$ cat src/rtl/key_pkg.sv
// Shared types and default timing constants for the pushbutton detector.
package key_pkg;

   localparam int CNT_W      = 26;
   localparam int T_DB_DEF   = 500_000;     // 10 ms at 50 MHz
   localparam int T_LONG_DEF = 50_000_000;  // 1 s at 50 MHz

   typedef logic [CNT_W-1:0] cnt_t;

   typedef enum logic [1:0] {
      IDLE       = 2'd0,
      PRESS_DB   = 2'd1,
      PRESSED    = 2'd2,
      RELEASE_DB = 2'd3
   } key_state_e;

endpackage

$ cat src/rtl/key_detect_module_if.sv
// Button input and event outputs of the key detector.
interface key_detect_module_if;

   logic KEY_In;     // raw button, active-low, asynchronous
   logic H2L_Sig;    // press pulse
   logic L2H_Sig;    // release pulse
   logic Long_Sig;   // long-press pulse
   logic Key_State;  // debounced level, 1 = pressed

   modport master (output KEY_In, input H2L_Sig, L2H_Sig, Long_Sig, Key_State);
   modport slave  (input KEY_In, output H2L_Sig, L2H_Sig, Long_Sig, Key_State);

endinterface

$ cat src/rtl/key_sync.sv
// Two-flop synchronizer for an asynchronous single-bit input.
module key_sync #(
   parameter logic RST_VAL = 1'b1
) (
   input  logic CLK,
   input  logic RST_n,
   input  logic d,
   output logic q
);

   logic s1;

   // Two back-to-back flops; both load RST_VAL so reset looks like an idle line.
   always_ff @(posedge CLK or negedge RST_n) begin
      if (!RST_n) begin
         s1 <= RST_VAL;
         q  <= RST_VAL;
      end else begin
         s1 <= d;
         q  <= s1;
      end
   end

endmodule

$ cat src/rtl/key_detect_module.sv
// Debounced pushbutton detector: press/release/long-press pulses and level.
module key_detect_module
   import key_pkg::*;
#(
   parameter int T_DB   = T_DB_DEF,
   parameter int T_LONG = T_LONG_DEF
) (
   input  logic                CLK,
   input  logic                RST_n,
   key_detect_module_if.slave  kif
);

   localparam cnt_t DB_END   = cnt_t'(T_DB);
   localparam cnt_t LONG_END = cnt_t'(T_LONG);
   localparam cnt_t ONE      = cnt_t'(1);

   logic       key_s;
   key_state_e state, state_nx;
   cnt_t       db_cnt, db_nx, long_cnt, long_nx;
   logic       long_done, long_done_nx;
   logic       h2l_q, l2h_q, long_q, key_st_q;
   logic       h2l_nx, l2h_nx, long_sig_nx, key_st_nx;

   key_sync #(.RST_VAL(1'b1)) u_sync (
      .CLK   (CLK),
      .RST_n (RST_n),
      .d     (kif.KEY_In),
      .q     (key_s)
   );

   // State, counters and all outputs are registered together.
   always_ff @(posedge CLK or negedge RST_n) begin
      if (!RST_n) begin
         state     <= IDLE;
         db_cnt    <= '0;
         long_cnt  <= '0;
         long_done <= 1'b0;
         h2l_q     <= 1'b0;
         l2h_q     <= 1'b0;
         long_q    <= 1'b0;
         key_st_q  <= 1'b0;
      end else begin
         state     <= state_nx;
         db_cnt    <= db_nx;
         long_cnt  <= long_nx;
         long_done <= long_done_nx;
         h2l_q     <= h2l_nx;
         l2h_q     <= l2h_nx;
         long_q    <= long_sig_nx;
         key_st_q  <= key_st_nx;
      end
   end

   // Next-state, debounce counting and long-press tracking.
   always_comb begin
      state_nx     = state;
      db_nx        = db_cnt;
      long_nx      = long_cnt;
      long_done_nx = long_done;
      h2l_nx       = 1'b0;
      l2h_nx       = 1'b0;
      long_sig_nx  = 1'b0;
      key_st_nx    = key_st_q;

      // Hold time keeps running through a release bounce, so a long press
      // that completes while the release is still being debounced counts.
      if ((state == PRESSED || state == RELEASE_DB) && long_cnt != LONG_END) begin
         long_nx = long_cnt + ONE;
         if (long_nx == LONG_END && !long_done) begin
            long_sig_nx  = 1'b1;
            long_done_nx = 1'b1;
         end
      end

      case (state)
         IDLE: begin
            if (!key_s) begin
               state_nx = PRESS_DB;
               db_nx    = ONE;
            end
         end
         PRESS_DB: begin
            if (key_s) begin
               state_nx = IDLE;
               db_nx    = '0;
            end else if (db_cnt + ONE == DB_END) begin
               state_nx     = PRESSED;
               db_nx        = '0;
               h2l_nx       = 1'b1;
               key_st_nx    = 1'b1;
               long_nx      = '0;
               long_done_nx = 1'b0;
            end else begin
               db_nx = db_cnt + ONE;
            end
         end
         PRESSED: begin
            if (key_s) begin
               state_nx = RELEASE_DB;
               db_nx    = ONE;
            end
         end
         RELEASE_DB: begin
            if (!key_s) begin
               state_nx = PRESSED;
               db_nx    = '0;
            end else if (db_cnt + ONE == DB_END) begin
               state_nx  = IDLE;
               db_nx     = '0;
               l2h_nx    = 1'b1;
               key_st_nx = 1'b0;
            end else begin
               db_nx = db_cnt + ONE;
            end
         end
         default: state_nx = IDLE;
      endcase
   end

   assign kif.H2L_Sig   = h2l_q;
   assign kif.L2H_Sig   = l2h_q;
   assign kif.Long_Sig  = long_q;
   assign kif.Key_State = key_st_q;

endmodule
$ cat src/flat_wrapper.sv
// flat-port wrapper written by rule: the top's interface ports become plain ports
module key_detect_module_flat import key_pkg::*;
#(
   parameter int T_DB   = T_DB_DEF,
   parameter int T_LONG = T_LONG_DEF
)
  (CLK, RST_n, kif_KEY_In, kif_H2L_Sig, kif_L2H_Sig, kif_Long_Sig, kif_Key_State);
  key_detect_module_if kif_i ();
  input  logic CLK;
  input  logic RST_n;
  input wire logic [$bits(kif_i.KEY_In)-1:0] kif_KEY_In;
  output wire logic [$bits(kif_i.H2L_Sig)-1:0] kif_H2L_Sig;
  output wire logic [$bits(kif_i.L2H_Sig)-1:0] kif_L2H_Sig;
  output wire logic [$bits(kif_i.Long_Sig)-1:0] kif_Long_Sig;
  output wire logic [$bits(kif_i.Key_State)-1:0] kif_Key_State;
  assign kif_i.KEY_In = kif_KEY_In;
  assign kif_H2L_Sig = kif_i.H2L_Sig;
  assign kif_L2H_Sig = kif_i.L2H_Sig;
  assign kif_Long_Sig = kif_i.Long_Sig;
  assign kif_Key_State = kif_i.Key_State;
  key_detect_module #(.T_DB(T_DB), .T_LONG(T_LONG)) u_core (.CLK(CLK), .RST_n(RST_n), .kif(kif_i));
endmodule
$ cat config.mk
export PLATFORM = sky130hd
export DESIGN_NAME = key_detect_module_flat
export DESIGN_NICKNAME = d
export VERILOG_FILES = /design/src/rtl/key_pkg.sv /design/src/rtl/key_detect_module_if.sv /design/src/rtl/key_sync.sv /design/src/rtl/key_detect_module.sv /design/src/flat_wrapper.sv
export SDC_FILE = /design/constraint.sdc
export NUM_CORES = 1
export LEC_CHECK = 0
export BUFFER_PORTS_ARGS = -buffer_cell sky130_fd_sc_hd__buf_2
export CORE_ASPECT_RATIO = 1.1
export CORE_MARGIN = 2
export CORE_UTILIZATION = 40
export DETAILED_ROUTE_END_ITERATION = 16
export GPL_ROUTABILITY_DRIVEN = 0
export GPL_TIMING_DRIVEN = 0
export SYNTH_ARGS = -nofsm -noshare
export SYNTH_HDL_FRONTEND = slang
export SYNTH_SLANG_ARGS = --single-unit
export TNS_END_PERCENT = 10
$ cat constraint.sdc
create_clock -name CLK -period 2.7 [get_ports CLK]
set_input_delay 0.135 -clock CLK [delete_from_list [all_inputs] [get_ports CLK]]
set_output_delay 0.135 -clock CLK [all_outputs]
set_load 0.05 [all_outputs]
==> out/metrics.cfg <==
[run_status]
outcome = complete, no violations

[finish]
drive_gt1_share_pct = 20.0
fin_cells = 600
final_nets = 487
multi_input_area_sq_um = 2110
final.fill_count = 860
regArea_sq_um = 1540
antennaDiodeCount = 0
area_delta_synth_final_pct = 21.7

[sta]
worst_slew_margin_rel_pct = 47.2
max_freq_mhz = 382
final.setup.tns_ns = 0
hold_violations = 0
min_period_ns = 2.62
finalClockSkew_ns = 0.00594
maxSlewViolCount = 0
setup_viol = 0
finalCritPeriodShare_pct = 97.0
fin_ws_ns = 0.0807
rsz0062_at_grt = yes
max_slew.worst_pin.slew_ns = 0.791

[grt]
grt_max_degree = 62
track_usage_pct = 19.3
antenna_found_initial = 0
grt_pass1_wl_microns = 15300
met3_usage_pct = 4.28
met2_usage_pct = 30.5
grt_pass1_vias = 3192
use_met1_pct = 25.8
grt.busiest_layer = met2
grt-ovfl-total = 0

[yosys]
synth-edff-count = 0
yosys.area.top_type_share_pct = 40.2
synthCells = 437
synth.top_cells.by_count = 59 x dfrtp_1, 56 x nor2_1, 53 x nand2_1
yosys.area.top_type = dfrtp_1
ys_async_sr_fraction_pct = 100
yosysMostFrequentCell = dfrtp_1
syn-num-nets = 443
yosysUniqueCellTypes = 55
syn_area_sq_um = 3670
ys_top_cells_by_area = dfrtp_1 40%, nor2_1 5.7%, nand2_1 5.4%
synth_ff_type = dfrtp_1
yosysSeqAreaShare_pct = 41.6
yosys_warnings = 0
ys_ff_latch = 61
synth.avg_cell_area_sq_um = 8.41

[floorplan]
dieHeight_microns = 105
die_w_microns = 95.4
rows = 36
io_pins = 7
core_area_sq_um = 8920
dieArea_sq_um = 9970
start_util_pct = 41.2

[routing]
firstDrtPassIters = 5
vias = 3345
drtIter0Drc = 152
wirelength_microns = 9130
drc = 0
vias_per_cell = 5.58
ant_nets = 0
drt-wirelength-per-cell_microns = 15.2

[cts]
clk_latency_ns = 0.34
tritoncts = done
cts.path.max_buffers = 2
ctsRootBufferMaster = clkbuf_8
cts_buffers = 9
clkTransAtPathRegs_ns = 0.08
cts_htree_levels = 3
numClockSinks = 61

[hold_path]
hold_class = flip-flop to flip-flop
hp-start = u_core.u_sync.s1$_DFF_PN1_

[setup_path]
cp.required_ns = 2.94
r2r-start = u_core.db_cnt[1]$_DFFE_PN0P_
path_max_fanout = 6
end_kind = flip-flop
critical_path_arrival_ns = 2.86
reg2reg_slack_ns = 0.08
cp-start-kind = flip-flop
ff2ff_path_depth = 11
cp-endpoint = u_core.long_cnt[10]$_DFF_PN0_
timing.rr.end = u_core.long_cnt[10]$_DFF_PN0_
crit_start = u_core.db_cnt[1]$_DFFE_PN0P_
path_class = flip-flop to flip-flop

[pwr]
p_per_area_nw_per_um2 = 457
leakagePower_nw = 1.90
p_int_mw = 1.57
p_sw_share_pct = 23.2
vdd_drop_max_mv = 0.278
combPwrFrac_pct = 4.1
power_switching_mw = 0.475
clock_power_share_pct = 50.2
power_frac_seq_pct = 45.8

[job]
max_cap_viol_count = 0

[placed_design]
dp_cells = 557
port_buffers = 6
dp_slack_ns = -0.357
dp_hpwl_microns = 6020

==> repair_timing <==
action,in CTS,in global routing
gates resized for setup,12,25
pin swaps,4,7
cloned,0,2
setup endpoints to repair,46,42
endpoints found under the hold margin,1,59
hold buffers,1,1
buffers inserted,5,20
==> placed cells by master (no fill, tap or decap), types with 7 or more instances in the layout <==
master and n:
nor2_1 53, nand2_1 51, dfrtp_1 50, nand3_1 31, buf_4 27, o21ai_0 24, nand4_1 17, xnor2_1 17
xor2_1 17, inv_1 16, nor3_1 14, a21oi_1 14, clkbuf_1 10, buf_2 9, clkbuf_8 9, dfrtp_2 9
and3_1 8, a31oi_1 8, or3_1 7
==> how the worst min path moves through the flow <==
stage                               endpoint  cells after the start
6_report           u_core.u_sync.q$_DFF_PN1_                      0
5_1_grt            u_core.u_sync.q$_DFF_PN1_                      0
4_1_cts        u_core.db_cnt[12]$_DFFE_PN0P_                      1
3_5_place_dp      u_core.u_sync.s1$_DFF_PN1_                      1
3_3_place_gp      u_core.u_sync.s1$_DFF_PN1_                      1
2_1_floorplan                      async pin                      0
==> routing by layer <==
layer  wire [microns]  vias up
li1                 -     1646
met1             4130     1590
met2             4430       94
met3              432       15
met4              137        0
met5                0        -
==> flip-flops by register name, summed over array words and instances, names as in the netlist, named ones only <==
register and count:
u_core.db_cnt 26, u_core.long_cnt 26, u_core.kif.H2L_Sig 1, u_core.kif.Key_State 1, u_core.kif.L2H_Sig 1, u_core.kif.Long_Sig 1, u_core.long_done 1, u_core.state 1
u_core.u_sync.q 1, u_core.u_sync.s1 1
==> worst max-delay path, stage by stage, from the launching register on <==
cell and delay (ns):
dfrtp_2 0.46, ha_4 0.19, nand3_4 0.11, nor3_4 0.08, and3_4 0.18, a2111o_1 0.41
a311oi_2 0.35, nand3_2 0.15, nor3_4 0.21, buf_6 0.18, clkbuf_16 0.14, nor2_1 0.04
==> kinds of logic after synthesis <==
family | after synthesis | synth area share, %
simple gates | 232 | 33.0
compound gates | 68 | 11.4
flops | 61 | 41.6
buf+inv | 36 | 4.09
xor+xnor | 34 | 8.10
mux | 3 | 0.817
fa+ha+maj | 3 | 1.02
==> power by group through the flow <==
stage	registers, mW	logic, mW	clock network, mW
finish	0.936	0.0834	1.03
global route	0.936	0.0932	1.09
CTS	0.934	0.0675	1.05
detailed placement	0.948	0.0624	0
global placement	0.948	0.0620	0
floorplan	0.946	0.0300	0
==> area by class of cell <==
class / instances / area share (%)
multi-input combinational: 340 / 47.3
sequential: 61 / 34.4
timing repair buffer: 35 / 6.04
tap: 114 / 3.19
clock buffer: 9 / 2.77
clock inverter: 7 / 2.74
buffer: 18 / 2.21
inverter: 16 / 1.34
==> through the flow <==
step	total power, mW	area, sq um	hold slack, ns	util [%]
final	2.04	4470	0.359	50.1
after global routing	2.12	4470	0.363	50.1
after floorplan	0.976	3670	-0.161	-
after detailed placement	1.01	3850	0.246	43.1
after CTS	2.05	4200	0.164	47.0
after global placement	1.01	3850	0.243	43.1
Power figures use the tool's default switching activity.
